--- config.mk ---
export PLATFORM = sky130hd
export DESIGN_NAME = pwm
export DESIGN_NICKNAME = d
export VERILOG_FILES = /design/src/rtl/pwm_pkg.sv /design/src/rtl/pwm_prescaler.sv /design/src/rtl/pwm.sv
export SDC_FILE = /design/constraint.sdc
export NUM_CORES = 1
export LEC_CHECK = 0
export ABC_AREA = 1
export CORE_MARGIN = 2
export CORE_UTILIZATION = 44
export CTS_CLUSTER_SIZE = 16
export DETAILED_ROUTE_END_ITERATION = 10
export PLACE_DENSITY = 0.86
export SLEW_MARGIN = 20
export SYNTH_ARGS = -nofsm -noshare
export SYNTH_HDL_FRONTEND = slang
export SYNTH_SLANG_ARGS = --single-unit
export TNS_END_PERCENT = 20
--- constraint.sdc ---
create_clock -name clk -period 2 [get_ports clk]
set_input_delay 0.6 -clock clk [delete_from_list [all_inputs] [get_ports clk]]
set_output_delay 0.6 -clock clk [all_outputs]
set_load 0.05 [all_outputs]
--- src/rtl/pwm_pkg.sv ---
// ============================================================================
// Module      : pwm_pkg
// Description : Shared constants for the PWM peripheral: bus width and the
//               readback field layout.
// Revision    : 1.0 - initial release
// ============================================================================
`default_nettype none

package pwm_pkg;

  localparam int BUS_W    = 32;
  localparam int COMP_LSB = 0;
  localparam int CNT_LSB  = 8;

  // The counter field sits directly above the compare field. For the default
  // WIDTH=8 this lands on CNT_LSB.
  function automatic int cnt_field_lsb(input int width);
    return COMP_LSB + width;
  endfunction

endpackage : pwm_pkg

`default_nettype wire

--- src/rtl/pwm_prescaler.sv ---
// ============================================================================
// Module      : pwm_prescaler
// Description : Divide-by-DIV tick generator; tick_o is high one clock in DIV.
// Revision    : 1.0 - initial release
// ============================================================================
`default_nettype none

module pwm_prescaler #(
  parameter int DIV = 1
) (
  input  logic clk,
  input  logic rst,
  output logic tick_o
);

  // A one-bit counter is kept even for DIV=1; it simply stays at zero.
  localparam int PW = (DIV > 1) ? $clog2(DIV) : 1;
  localparam logic [PW-1:0] PRE_LAST = PW'(DIV - 1);

  logic [PW-1:0] pre_q;
  logic [PW-1:0] pre_d;
  logic          tick;

  always_comb begin
    tick  = (pre_q == PRE_LAST);
    pre_d = tick ? '0 : pre_q + PW'(1);
  end

  always_ff @(posedge clk or posedge rst) begin
    if (rst) begin
      pre_q <= '0;
    end else begin
      pre_q <= pre_d;
    end
  end

  assign tick_o = tick;

endmodule : pwm_prescaler

`default_nettype wire

--- src/rtl/pwm.sv ---
// ============================================================================
// Module      : pwm
// Description : Single-channel bus-programmable PWM with double-buffered duty.
// Revision    : 1.0 - initial release
// ============================================================================
`default_nettype none

module pwm
  import pwm_pkg::*;
#(
  parameter int WIDTH = 8,
  parameter int DIV   = 1
) (
  input  logic             clk,
  input  logic             rst,
  input  logic             bSel,
  input  logic             bWrite,
  input  logic [BUS_W-1:0] bWData,
  output logic [BUS_W-1:0] bRData,
  output logic             pwmOutput
);

  localparam int              CNT_OFS = cnt_field_lsb(WIDTH);
  localparam logic [WIDTH-1:0] CNT_MAX = '1;

  logic [WIDTH-1:0] cnt_q,    cnt_d;
  logic [WIDTH-1:0] shadow_q, shadow_d;
  logic [WIDTH-1:0] active_q, active_d;
  logic             pwm_q,    pwm_d;
  logic             tick;
  logic             wrap;
  logic             unused_wdata;

  assign unused_wdata = ^bWData[BUS_W-1:WIDTH];

  pwm_prescaler #(
    .DIV (DIV)
  ) u_prescaler (
    .clk    (clk),
    .rst    (rst),
    .tick_o (tick)
  );

  // The shadow may be written on the boundary edge too; the active copy then
  // picks up the previous shadow, so the new value waits one more period.
  always_comb begin
    cnt_d    = cnt_q;
    shadow_d = shadow_q;
    active_d = active_q;
    wrap     = tick && (cnt_q == CNT_MAX);

    if (bSel && bWrite) begin
      shadow_d = bWData[WIDTH-1:0];
    end
    if (tick) begin
      cnt_d = cnt_q + WIDTH'(1);
    end
    if (wrap) begin
      active_d = shadow_q;
    end

    pwm_d = (cnt_q < active_q);
  end

  always_ff @(posedge clk or posedge rst) begin
    if (rst) begin
      cnt_q    <= '0;
      shadow_q <= '0;
      active_q <= '0;
      pwm_q    <= 1'b0;
    end else begin
      cnt_q    <= cnt_d;
      shadow_q <= shadow_d;
      active_q <= active_d;
      pwm_q    <= pwm_d;
    end
  end

  always_comb begin
    bRData = '0;
    if (bSel) begin
      bRData[COMP_LSB +: WIDTH] = shadow_q;
      bRData[CNT_OFS  +: WIDTH] = cnt_q;
    end
  end

  assign pwmOutput = pwm_q;

endmodule : pwm

`default_nettype wire

# [Yosys cells after proc, flatten, opt, wreduce, memory -nomap -nowiden]
# Index checks and enable logic that the tools add are counted.
[word_totals] ff_bits=26 out_inout_bits=33 wordCells=14
[classes] addsub=2 n_eq_ne=1 n_reduce_logical=2 n_mux=2 bitwise_logic=1 order_cmp=1
[op_table] op="16-bit 2-to-1 mux" n=1
[op_table] op="8-bit by 1-bit adder with 8-bit output (second input constant)" n=1
[op_table] op="8-bit equality test (second input constant)" n=1
[op_table] op="8-bit less-than comparator" n=1
[op_table] op="1-bit logical AND" n=2
[op_table] op="1-bit adder (second input constant)" n=1
[op_table] op="1-bit 2-to-1 mux" n=1
[op_table] op="1-bit inverter" n=1

# [Longest topological paths before layout]
# Gate-level depths: netlist of run 1.
[depth] depth_word=2 ltp_mapped=7 mapped_depth_nobuf=7

# [By module]
# Synthesis of run 1 repeated with hierarchy kept, for this count alone.
[hier_totals] cells_unflattened=186 area_unflattened_um2=1507.7
[modules_own_cells] mod="pwm" instances=1 cells_each=184 seq_area_each_um2=625.6 area_each_um2=1496.4
[modules_own_cells] mod="pwm_prescaler" instances=1 cells_each=2 seq_area_each_um2=0.0 area_each_um2=11.3

# [Least setup slack after synthesis of run 1]
# No wires, ideal clock.
[synth_path] path_kind="input-to-output" startpoint="input port bSel" endpoint="output port bRData[10]" path_buffers=2 t_arrival_ns=1.404 stages=4 setup_slack_ns=-0.004 cell_sequence="buf_2 -> clkbuf_1 -> nand2_1 -> inv_1"
[synth_between] elab_chain_len=1
[synth_lines] item="start: declaration" line="pwm.sv:16" rtl="input logic bSel,"
[synth_lines] item="16-bit 2-to-1 mux" line="pwm.sv:81" rtl="if (bSel) begin"
[synth_lines] item="end: declaration" line="pwm.sv:19" rtl="output logic [BUS_W-1:0] bRData,"
# Every way passes these cells.

# [Worst setup path after layout of run 1]
[layout_path] startpoint="input port bSel" endpoint="output port bRData[5]"
# The elaborated chain is that of the path after synthesis.

==> run_results.csv, run 1 <==
group,metric,value,unit
status,status,"finished, final reports clean",
critical_path,r2r-start,"cnt_q[0]",
routing,wl_per_cell,9.93,um
power,ir_worst_vdd,374,uV
sta,fmax,507,MHz
power,netSwitchingPower,0.354,mW
floorplan,io_pins,69,
critical_path,reg2reg_depth,6,
routing,drt_wl_total,2410,um
layout,layout_common_cells,"nand2_1, inv_1, dfrtp_1",
clocking,cts-root-buf,"clkbuf_4",
grt,grt_pass1_wl,4370,um
sta,hold_viol_final,0,
power,comb_power_share,29.9,%
synthesis,synth_area,1430,um2
power,power_leakage,1.01,nW
synthesis,yosysUniqueCellTypes,20,
floorplan,die_area,3730,um2
power,p_clk_share,20.3,%
routing,drcViolationCount,0,
routing,dr.pass1.iters,4,
layout,layout.nets,244,
sta,finalSetupViolCount,0,
synthesis,yosysSeqAreaShare,43.7,%
hold_path,worstHoldPathType,"reg -> reg",
clocking,cts_setup_buffers,0,
floorplan,initial_core_util,46.5,%
critical_path,start_kind,"primary input",
sta,tns,0,ps
clocking,hold_buffers,0,
clocking,clk_latency,310,ps
placed_design,dpl.hpwl,1870,um
layout,final_common_cell,"nand2_1",
floorplan,core,3080,um2
clocking,tritoncts,"yes",
floorplan,die_y,61.0,um
routing,ant_nets,0,
routing,vias,1055,
routing,via_per_inst,4.34,
critical_path,timing.rr.end,"active_q[1]",
synthesis,yosys_register_bits,25,
floorplan,die_w,61.0,um
clocking,cts_made_buffers,3,
critical_path,cp.required,1400,ps
clocking,cts_buffer_depth,2,
layout,drive_gt1_share,21.1,%
grt,grt_overflow_total,0,
power,power.density,557,nW/um2
critical_path,ff2ff_setup_slack,500,ps
layout,antenna_cells,0,
grt,grt_pass1_vias,1018,
routing,drt_iter0_drc,36,
sta,min_period_over_period,98.6,%
critical_path,endpoint,"bRData[5]",
layout,fin_cells,243,
critical_path,worstSetupStartpoint,"bSel",
layout,area_delta_synth_final,34.9,%
grt,antenna_found_initial,0,
grt,grt_max_degree,26,
sta,clock_skew,3.28,ps
flow_run,max_cap_viol_count,0,
placed_design,io_buffers,28,
critical_path,cp.arrival,1370,ps
synthesis,syn_avg_cell_area,8.47,um2
placed_design,place_inst,238,
critical_path,crit_path_end_kind,"output port",
sta,grt_setup_unrepaired,"false",
layout,final_core_util,62.7,%
sta,maxSlewViolCount,0,
critical_path,crit_type,"in -> out",
floorplan,row_count,20,
clocking,cts_sinks,25,
synthesis,synth_cells,169,
sta,finalCriticalPeriod,1970,ps
placed_design,gp_congestion,0.677,
clocking,h-tree-depth,1,
power,pwr-share-seq,49.8,%
synthesis,yosys_warnings,0,
clocking,cts.clk_slew.worst_paths,120,ps
critical_path,cp_max_fo,8,
power,p_int,0.721,mW
power,p_sw_share,32.9,%
grt,grt_util_all_layers,16.1,%
## power groups by stage
| stage | clock network, mW | logic, mW | registers, mW |
|---|---|---|---|
| floorplan | 0 | 0.214 | 0.543 |
| global placement | 0 | 0.310 | 0.544 |
| detailed placement | 0 | 0.314 | 0.545 |
| CTS | 0.230 | 0.323 | 0.535 |
| global route | 0.256 | 0.343 | 0.539 |
| finish | 0.218 | 0.321 | 0.535 |
## metal layers
metal	vias up	wire length (um)	part of all wire, %	GRT usage [%]
li1	536	-	-	-
met1	476	955	40	19.6
met2	39	1230	51	27.2
met3	4	195	8.1	5.04
met4	0	33	1.4	5.28
met5	-	0	0	0
## cells in the mapped netlist
library cell   n  share of area [%]
nand2_2        3                1.3
o21ai_2        8                4.9
conb_1         1               0.26
xnor2_1        1               0.61
nand4_4        1                1.5
nand3_1        2               0.70
o21ai_0        1               0.35
buf_2          2               0.70
inv_1         37                9.7
nand2_1       33                8.7
buf_6          1               0.79
xor2_1         5                3.1
dfrtp_1       25                 44
nor3b_1        1               0.52
ha_1           8                7.0
a21oi_1       12                4.2
buf_4         16                8.4
nor2_1        10                2.6
nor2_4         1               0.79
clkbuf_1       1               0.26
## stage by stage
step / hold WS [ps] / cell area, um2 / setup slack, ps / total power, mW
floorplan: 455 / 1500 / -3.87 / 0.756
global placement: 465 / 1870 / -167 / 0.854
detailed placement: 470 / 1870 / -192 / 0.859
CTS: 501 / 1930 / 27.4 / 1.09
global route: 530 / 1930 / 0.279 / 1.14
finish: 497 / 1930 / 28.4 / 1.07
## cell type report
| class | instances | area, um2 |
|---|---|---|
| clock buffer | 4 | 26.3 |
| fill | 274 | 1150 |
| inverter | 37 | 146 |
| multi-input combinational | 102 | 578 |
| sequential | 25 | 626 |
| tap | 44 | 55.1 |
| timing repair buffer | 31 | 499 |
## worst max-delay path, cell delays in order
cell             delay (ps)
clkdlybuf4s15_2         220
bufbuf_16               270
nand2_1                  50
inv_1                    90
buf_12                  140
## timing repair
item                                    4_1_cts  5_1_grt
gates cloned                                  1        0
gates resized for setup                       4        2
endpoints found under the setup margin       16        2
pin swaps                                     0        0
## state kept, by name, indices dropped and copies added (netlist names)
| register | count |
|---|---|
| active_q | 8 |
| cnt_q | 8 |
| shadow_q | 8 |
| pwmOutput | 1 |
## worst min path at each step
stage / end / from / depth (start not counted) / slack (ps)
final: active_q[0] / active_q[0] / 2 / 500
after global routing: active_q[4] / active_q[4] / 2 / 530
after CTS: active_q[0] / active_q[0] / 2 / 500
after detailed placement: active_q[0] / active_q[0] / 2 / 470
after global placement: active_q[7] / active_q[7] / 2 / 470
after floorplan: active_q[1] / active_q[1] / 2 / 450
## cells by family (layout without fill, tap and decap cells)
| group | after synthesis | after routing | synth area share [%] |
|---|---|---|---|
| xor gates and xnor gates | 6 | 6 | 3.67 |
| AOI/OAI and AO/OA | 21 | 21 | 9.44 |
| other | 1 | 16 | 0.262 |
| adders and majority gates | 8 | 8 | 6.99 |
| buffers and inverters | 57 | 72 | 19.8 |
| and+or+nand+nor | 51 | 51 | 16.1 |
| DFF | 25 | 25 | 43.7 |
Power figures use the tool's default switching activity.
==> run 2, diff against run 1 <==
CORE_UTILIZATION = 65   (was 44)
DONT_BUFFER_PORTS = 1   (was default)
PLACE_DENSITY = 0.81   (was 0.86)
==> run 2 against run 1 <==
Worst hold slack worse by 290 ps. Utilization up 7.4 points. Clock skew grew 2.8 ps. Non-clock buffer count is 30 lower. Clock power about the same. Maximum frequency increased by 6.8%. Cell count down 19%. Worst setup slack better by 130 ps. Largest cell class unchanged. Largest power group unchanged. Highest routed layer is now met3.
==> run_results.csv, run 2 (synthesized netlist as in run 1, its figures left out) <==
group,metric,value,unit
routing,wl_met2,968,um
floorplan,core,2020,um2
routing,vias,896,
grt,antenna_found_initial,0,
layout,antenna_cells,0,
floorplan,die_w,50.9,um
layout,final_core_util,70.1,%
sta,grt_setup_unrepaired,"false",
critical_path,slowest_stage,"dfrtp_1",
critical_path,crit_type,"reg -> out",
floorplan,initial_core_util,70.8,%
critical_path,r2r-start,"cnt_q[1]",
clocking,cts-root-buf,"clkbuf_4",
critical_path,cp_cell_sequence,"nand2_1 -> inv_1",
sta,hold_viol_final,0,
critical_path,cp_max_fo,6,
routing,ant_nets,0,
placed_design,dpl.hpwl,1540,um
clocking,h-tree-depth,1,
status,status,"finished, final reports clean",
clocking,hold_buffers,0,
layout,layout_common_cells,"inv_1, nand2_1, dfrtp_1",
critical_path,crit_path_end_kind,"output port",
floorplan,die_y,50.9,um
clocking,cts_setup_buffers,0,
placed_design,gp_congestion,0.737,
critical_path,cp.required,1400,ps
routing,met3_length,116,um
sta,maxSlewViolCount,0,
critical_path,slowest_delay,530,ps
routing,via_per_inst,4.57,
sta,fin_ws,155,ps
layout,final_common_cell,"inv_1",
clocking,cts_sinks,25,
clocking,cts_made_buffers,3,
critical_path,ff2ff_setup_slack,530,ps
layout,layout.nets,214,
floorplan,die_area,2590,um2
power,power_leakage,0.796,nW
sta,finalSetupViolCount,0,
layout,area_delta_synth_final,-0.962,%
routing,drt_iter0_drc,5,
layout,stdcell_area,1420,um2
routing,drcViolationCount,0,
clocking,cts_buffer_depth,2,
clocking,tritoncts,"yes",
critical_path,timing.rr.end,"active_q[2]",
critical_path,reg2reg_depth,6,
sta,fmax,542,MHz
power,ir_worst_vdd,507,uV
grt,grt_max_degree,26,
placed_design,place_inst,192,
flow_run,max_cap_viol_count,0,
placed_design,io_buffers,0,
sta,finalCriticalPeriod,1850,ps
clocking,cts.clk_slew.worst_paths,130,ps
routing,drt_wl_total,2030,um
layout,drive_gt1_share,11.2,%
layout,fin_cells,196,
clocking,ctsResizeCount,0,
routing,wl_per_cell,10.3,um
routing,dr.pass1.iters,4,
routing,route.top_layer_used,"met3",
floorplan,row_count,16,
critical_path,cp.arrival,1250,ps
critical_path,start_kind,"flip-flop",
grt,grt_util_all_layers,18.0,%
routing,m1WireLength,940,um
layout,largestRegisters,"active_q: 8 flops, cnt_q: 8 flops, shadow_q: 8 flops",
floorplan,io_pins,69,
grt,grt_pass1_vias,854,
placed_design,pre_cts_ws,423,ps
hold_path,worstHoldPathType,"in -> async",
grt,grt_overflow_total,0,
placed_design,placed_area,1390,um2
sta,clock_skew,6.06,ps
grt,grt_pass1_wl,3570,um
sta,tns,0,ps
clocking,clk_latency,310,ps
sta,min_period_over_period,92.3,%
power,power.density,668,nW/um2
==> run 2: where the power goes <==
group / total [mW] / internal, mW / switching [mW] / leakage [nW]
combinational: 0.196 / 0.0182 / 0.177 / 0.471
sequential: 0.535 / 0.525 / 0.00970 / 0.310
clock: 0.217 / 0.0778 / 0.139 / 0.0150
==> run 2: final cells by class <==
cell class	instances	area, um2
tap	27	33.8
timing repair buffer	1	7.51
inverter	37	146
clock buffer	4	26.3
sequential	25	626
fill	173	604
multi-input combinational	102	578
==> run 2: per-layer routing <==
layer / vias up / track usage [%]
met1: 390 / 23.4
met4: 0 / 4.05
met5: - / 0
li1: 470 / -
met2: 36 / 31.0
met3: 0 / 3.80
==> run 2: worst max-delay path, delay by kind of cell (launching register included) <==
family                 cells  cell delay [ps]
and+or+nand+nor            1               80
buffers and inverters      1              330
DFF                        1              530
==> run 2: how the worst max path moves through the flow <==
stage,slack (ps),to,cells past startpoint,startpoint
6_report,150,bRData[13],2,cnt_q[5]
5_1_grt,80,bRData[13],2,cnt_q[5]
4_1_cts,140,bRData[13],2,cnt_q[5]
3_5_place_dp,420,bRData[2],2,bSel
3_3_place_gp,420,bRData[15],2,bSel
2_1_floorplan,-4,bRData[12],4,bSel
==> run 2: through the flow <==
| stage | power [mW] | hold WS, ps |
|---|---|---|
| after floorplan | 0.756 | 455 |
| after global placement | 0.738 | 466 |
| after detailed placement | 0.741 | 473 |
| after CTS | 0.957 | 210 |
| after global routing | 0.987 | 219 |
| final | 0.948 | 210 |
